## src/rtl/ps2_kbd_ctrl.sv

```systemverilog
// ps2_kbd_ctrl: pops ps2_keyboard FIFO bytes, strips E0/F0 prefixes and emits one key event per make/break.
module ps2_kbd_ctrl #(
  parameter int CNT_W       = 8,
  parameter bit REPEAT_EMIT = 1'b1
) (
  input  logic             clk,
  input  logic             rst,
  input  logic [7:0]       kbd_data,
  input  logic             kbd_ready,
  input  logic             kbd_overflow,
  output logic             kbd_nextdata_n,
  output logic             ev_valid,
  input  logic             ev_ready,
  output logic [7:0]       ev_code,
  output logic             ev_ext,
  output logic             ev_break,
  output logic             ev_repeat,
  output logic             key_down,
  output logic [7:0]       cur_code,
  output logic             cur_ext,
  output logic [CNT_W-1:0] press_cnt,
  output logic             err_ovf,
  output logic             err_byte,
  input  logic             clr_err
);
  localparam logic [1:0] IDLE   = 2'd0;
  localparam logic [1:0] POP    = 2'd1;
  localparam logic [1:0] DECODE = 2'd2;
  localparam logic [1:0] EMIT   = 2'd3;
  logic [1:0]       state_q, state_d;
  logic [7:0]       byte_q, byte_d;
  logic             nextdata_n_q, nextdata_n_d;
  logic             ev_valid_q, ev_valid_d;
  logic [7:0]       ev_code_q, ev_code_d;
  logic             ev_ext_q, ev_ext_d;
  logic             ev_break_q, ev_break_d;
  logic             ev_repeat_q, ev_repeat_d;
  logic             key_down_q, key_down_d;
  logic [7:0]       cur_code_q, cur_code_d;
  logic             cur_ext_q, cur_ext_d;
  logic [CNT_W-1:0] press_cnt_q, press_cnt_d;
  logic             err_ovf_q, err_ovf_d;
  logic             err_byte_q, err_byte_d;
  logic             ext_pend_q, ext_pend_d;
  logic             brk_pend_q, brk_pend_d;
  logic             ovf_prev_q;
  logic             same_key, is_rep;
  assign same_key = (byte_q == cur_code_q) && (ext_pend_q == cur_ext_q);
  assign is_rep   = !brk_pend_q && key_down_q && same_key;
  always_comb begin
    state_d      = state_q;
    byte_d       = byte_q;
    nextdata_n_d = 1'b1;
    ev_valid_d   = ev_valid_q;
    ev_code_d    = ev_code_q;
    ev_ext_d     = ev_ext_q;
    ev_break_d   = ev_break_q;
    ev_repeat_d  = ev_repeat_q;
    key_down_d   = key_down_q;
    cur_code_d   = cur_code_q;
    cur_ext_d    = cur_ext_q;
    press_cnt_d  = press_cnt_q;
    ext_pend_d   = ext_pend_q;
    brk_pend_d   = brk_pend_q;
    err_ovf_d    = clr_err ? 1'b0 : err_ovf_q;
    err_byte_d   = clr_err ? 1'b0 : err_byte_q;
    case (state_q)
      IDLE: if (kbd_ready) begin
        byte_d       = kbd_data;
        nextdata_n_d = 1'b0;
        state_d      = POP;
      end
      POP: state_d = DECODE;
      DECODE: begin
        state_d = IDLE;
        if (byte_q == 8'hE0) ext_pend_d = 1'b1;
        else if (byte_q == 8'hF0) brk_pend_d = 1'b1;
        else begin
          ext_pend_d = 1'b0;
          brk_pend_d = 1'b0;
          if (byte_q == 8'h00 || byte_q == 8'hFF) err_byte_d = 1'b1;
          else if (REPEAT_EMIT || !is_rep) begin
            state_d     = EMIT;
            ev_valid_d  = 1'b1;
            ev_code_d   = byte_q;
            ev_ext_d    = ext_pend_q;
            ev_break_d  = brk_pend_q;
            ev_repeat_d = is_rep;
            if (brk_pend_q) key_down_d = key_down_q && !same_key;
            else begin
              key_down_d  = 1'b1;
              cur_code_d  = byte_q;
              cur_ext_d   = ext_pend_q;
              press_cnt_d = is_rep ? press_cnt_q : press_cnt_q + CNT_W'(1);
            end
          end
        end
      end
      EMIT: if (ev_ready) begin
        ev_valid_d = 1'b0;
        state_d    = IDLE;
      end
      default: state_d = IDLE;
    endcase
    // an overflow means bytes were lost, so any pending prefix no longer applies
    if (kbd_overflow && !ovf_prev_q) begin
      ext_pend_d = 1'b0;
      brk_pend_d = 1'b0;
    end
    if (kbd_overflow) err_ovf_d = 1'b1;
  end
  always_ff @(posedge clk or negedge rst) begin
    if (!rst) begin
      state_q      <= IDLE;
      byte_q       <= '0;
      nextdata_n_q <= 1'b1;
      ev_valid_q   <= 1'b0;
      ev_code_q    <= '0;
      ev_ext_q     <= 1'b0;
      ev_break_q   <= 1'b0;
      ev_repeat_q  <= 1'b0;
      key_down_q   <= 1'b0;
      cur_code_q   <= '0;
      cur_ext_q    <= 1'b0;
      press_cnt_q  <= '0;
      err_ovf_q    <= 1'b0;
      err_byte_q   <= 1'b0;
      ext_pend_q   <= 1'b0;
      brk_pend_q   <= 1'b0;
      ovf_prev_q   <= 1'b0;
    end else begin
      state_q      <= state_d;
      byte_q       <= byte_d;
      nextdata_n_q <= nextdata_n_d;
      ev_valid_q   <= ev_valid_d;
      ev_code_q    <= ev_code_d;
      ev_ext_q     <= ev_ext_d;
      ev_break_q   <= ev_break_d;
      ev_repeat_q  <= ev_repeat_d;
      key_down_q   <= key_down_d;
      cur_code_q   <= cur_code_d;
      cur_ext_q    <= cur_ext_d;
      press_cnt_q  <= press_cnt_d;
      err_ovf_q    <= err_ovf_d;
      err_byte_q   <= err_byte_d;
      ext_pend_q   <= ext_pend_d;
      brk_pend_q   <= brk_pend_d;
      ovf_prev_q   <= kbd_overflow;
    end
  end
  assign kbd_nextdata_n = nextdata_n_q;
  assign ev_valid       = ev_valid_q;
  assign ev_code        = ev_code_q;
  assign ev_ext         = ev_ext_q;
  assign ev_break       = ev_break_q;
  assign ev_repeat      = ev_repeat_q;
  assign key_down       = key_down_q;
  assign cur_code       = cur_code_q;
  assign cur_ext        = cur_ext_q;
  assign press_cnt      = press_cnt_q;
  assign err_ovf        = err_ovf_q;
  assign err_byte       = err_byte_q;
endmodule

```

## config.mk

```make
export PLATFORM = sky130hd
export DESIGN_NAME = ps2_kbd_ctrl
export DESIGN_NICKNAME = d
export VERILOG_FILES = /design/src/rtl/ps2_kbd_ctrl.sv
export SDC_FILE = /design/constraint.sdc
export NUM_CORES = 1
export LEC_CHECK = 0
export ABC_CLOCK_PERIOD_IN_PS = 2900
export BUFFER_PORTS_ARGS = -buffer_cell sky130_fd_sc_hd__buf_4
export CORE_AREA = 2 2 68 64
export DETAILED_ROUTE_END_ITERATION = 8
export DIE_AREA = 0 0 70 66
export PLACE_DENSITY_LB_ADDON = 0.1
export SETUP_SLACK_MARGIN = 0.15
export SYNTH_ARGS = -nofsm -noshare
export SYNTH_HDL_FRONTEND = slang
export SYNTH_SLANG_ARGS = --single-unit
```

## constraint.sdc

```tcl
create_clock -name clk -period 2.9 [get_ports clk]
set_clock_uncertainty 0.05 [all_clocks]
set_input_delay 0.58 -clock clk [delete_from_list [all_inputs] [get_ports clk]]
set_output_delay 0.58 -clock clk [all_outputs]
set_load 0.01 [all_outputs]
```

==> out/results.ini <==
[timing]
tightest_slew_ps = 563
rsz0062_at_grt = false
tns_ps = 0
timing.fmax_mhz = 461
fin_ws_ps = 733
hold_viol = 0
setup_violations = 0
period_needed_ps = 2170
hold_ws_ps = 225
slew_viol_final = 0
slew_headroom = 0.624
period_share = 0.747

[critical_path]
cp-end-kind = flip-flop
reg2reg_slack_ps = 730
critPathKind = flip-flop to flip-flop
cp.arrival_ps = 2310
start_kind = flip-flop
required_ps = 3040
cp_max_fo = 15

[placement]
pre_cts_ws_ps = 737
dpl.hpwl_um = 2840
numPortBuffers = 46
dp_cells = 246
gp_congestion = 0.883
place_area_um2 = 2370

[global_route]
antenna_found_initial = 0
grt_overflow_total = 0
grt_pass1_vias = 1401
grt_usage = 0.191
grt_pass1_wl_um = 6680
grt_start_max_net_pins = 47

[job]
cap_violations = 0

[clocking]
cts_buffers = 5
clock_latency_ps = 300
cts_setup_buffers = 0
root_buffer = clkbuf_8
cts.sink_count = 46
clk_path_buf_depth = 2
htreeDepth = 2
cts_hold_buf = 0
postCtsResizedCells = 0
clk_pin_slew_ps = 80
cts_tree = done

[final_layout]
num-fill-cells = 324
fin_cells = 254
ff_latch_area_um2 = 1150
fin_util = 0.628
drive_above_1_share = 0.398
antenna_cells = 0
multi_input_area_um2 = 767
finalInstanceArea_um2 = 2460
final_nets = 220
synthToLayoutAreaGrowth_pct = 24.3

[floorplan]
rows = 22
fp.coreArea_um2 = 3910
die_w_um = 70
dieArea_um2 = 4620
fp.dieH_um = 66
ioPinCount = 47
start_util = 0.505

[status]
outcome = finished, final reports clean

[yosys]
synth-simple-area-share = 0.100
synthArstFlopShare = 1.00
synth_top_family_by_area = multiplexers
synth-seq-cells = 46
synth_compound_area_frac = 0.0589
seq_area_frac_synth = 0.583
synth_xor_area_frac = 0.0709
yosysWarnings = 0
synthDistinctLibCells = 34
syn_area_um2 = 1980
yosysTopAreaCell = dfrtp_1
synth_ff_type = dfrtp_1
yosys.area_share.adder = 0.00633
yosys-top-cells-count = 45 x dfrtp_1, 19 x mux2_2, 10 x nand2_1, 10 x xor2_1, 9 x o21ai_0
synthMuxAreaShare = 0.152
syn_nets = 169
synth_most_common_cell = dfrtp_1
synthTopCellsByArea = dfrtp_1 57%, mux2_2 11%, xor2_1 4.4%
synth_edf_count = 0
synthCells = 154
syn_avg_cell_area_um2 = 12.8
synth_top_area_frac = 0.570

[drt]
drc = 0
vias_per_cell = 5.42
post_drt_wl_per_cell_um = 15.4
ant_nets = 0
dr_total_vias = 1376
wirelength_um = 3910
drt_iter0_drc = 53
first_pass_iters = 5

[power_and_ir_drop]
power.density_nw_per_um2 = 1150
power_mw = 2.83
leakagePower_nw = 1.15
ir_drop_uv = 632

[worst_hold_path]
hold_path.class = primary input to asynchronous set/reset pin

-- cell families (layout without fill, tap and decap cells) --
| kind of cell | count (synthesis) | after routing |
|---|---|---|
| AND/OR/NAND/NOR | 37 | 37 |
| flip-flops | 46 | 46 |
| XOR/XNOR | 16 | 16 |
| buffers and inverters | 11 | 63 |
| adder cells (fa/ha/maj) | 1 | 1 |
| AO/OA/AOI/OAI | 18 | 18 |
| multiplexers | 25 | 25 |
-- cell usage in the layout, fill, tap and decap left out, drive strengths merged --
cell	count
a21oi	2
a32oi	1
and2	3
and3	3
buf	48
clkbuf	8
dfrtp	45
dfstp	1
ha	1
inv	7
mux2	25
nand2	10
nand3	4
nand4	6
nor2	4
nor2b	1
nor3	1
nor4	1
nor4b	1
o211a	1
o211ai	1
o21ai	10
o22ai	1
o31a	1
o31ai	1
or2	1
or4	2
xnor2	6
xor2	10
-- metal layers --
metal,share of wire,wire [um],track usage,up-vias
li1,-,-,-,641
met1,0.46,1790,0.252,685
met2,0.47,1850,0.298,43
met3,0.054,212,0.0473,7
met4,0.014,55,0.0889,0
met5,0,0,0,-
-- registers in the layout (all words and copies together), names as in the netlist, 2 cells and up --
signal     count
state_q        2
ev_code        8
press_cnt      8
cur_code       8
byte_q         8
-- final cells by class --
type	count	share of cell area
inverter	7	0.0107
sequential	46	0.469
timing repair buffer	48	0.147
tap	48	0.0245
clock buffer	8	0.0367
multi-input combinational	97	0.312
-- where the power goes --
group / total, mW / switching, mW / internal (mW)
sequential: 1.19 / 0.276 / 0.915
combinational: 1.23 / 0.541 / 0.691
clock: 0.402 / 0.207 / 0.195
-- final timing paths --
kind,from,endpoint,cells after the start
min,rst,ev_valid,1
max in group asynchronous,rst,byte_q[3],1
min reg2reg,press_cnt[7],press_cnt[7],1
max reg2reg,byte_q[4],press_cnt[1],5
max,byte_q[4],press_cnt[1],5
min in group clk,kbd_overflow,ovf_prev_q,1
-- critical path, stage by stage, from the launching register on --
cell and delay (ps):
dfrtp_1 430, or4_1 580, and2_4 190, o211a_4 330
nand2_1 130, mux2_2 350
Note: power is estimated with default switching activity, not from simulation.
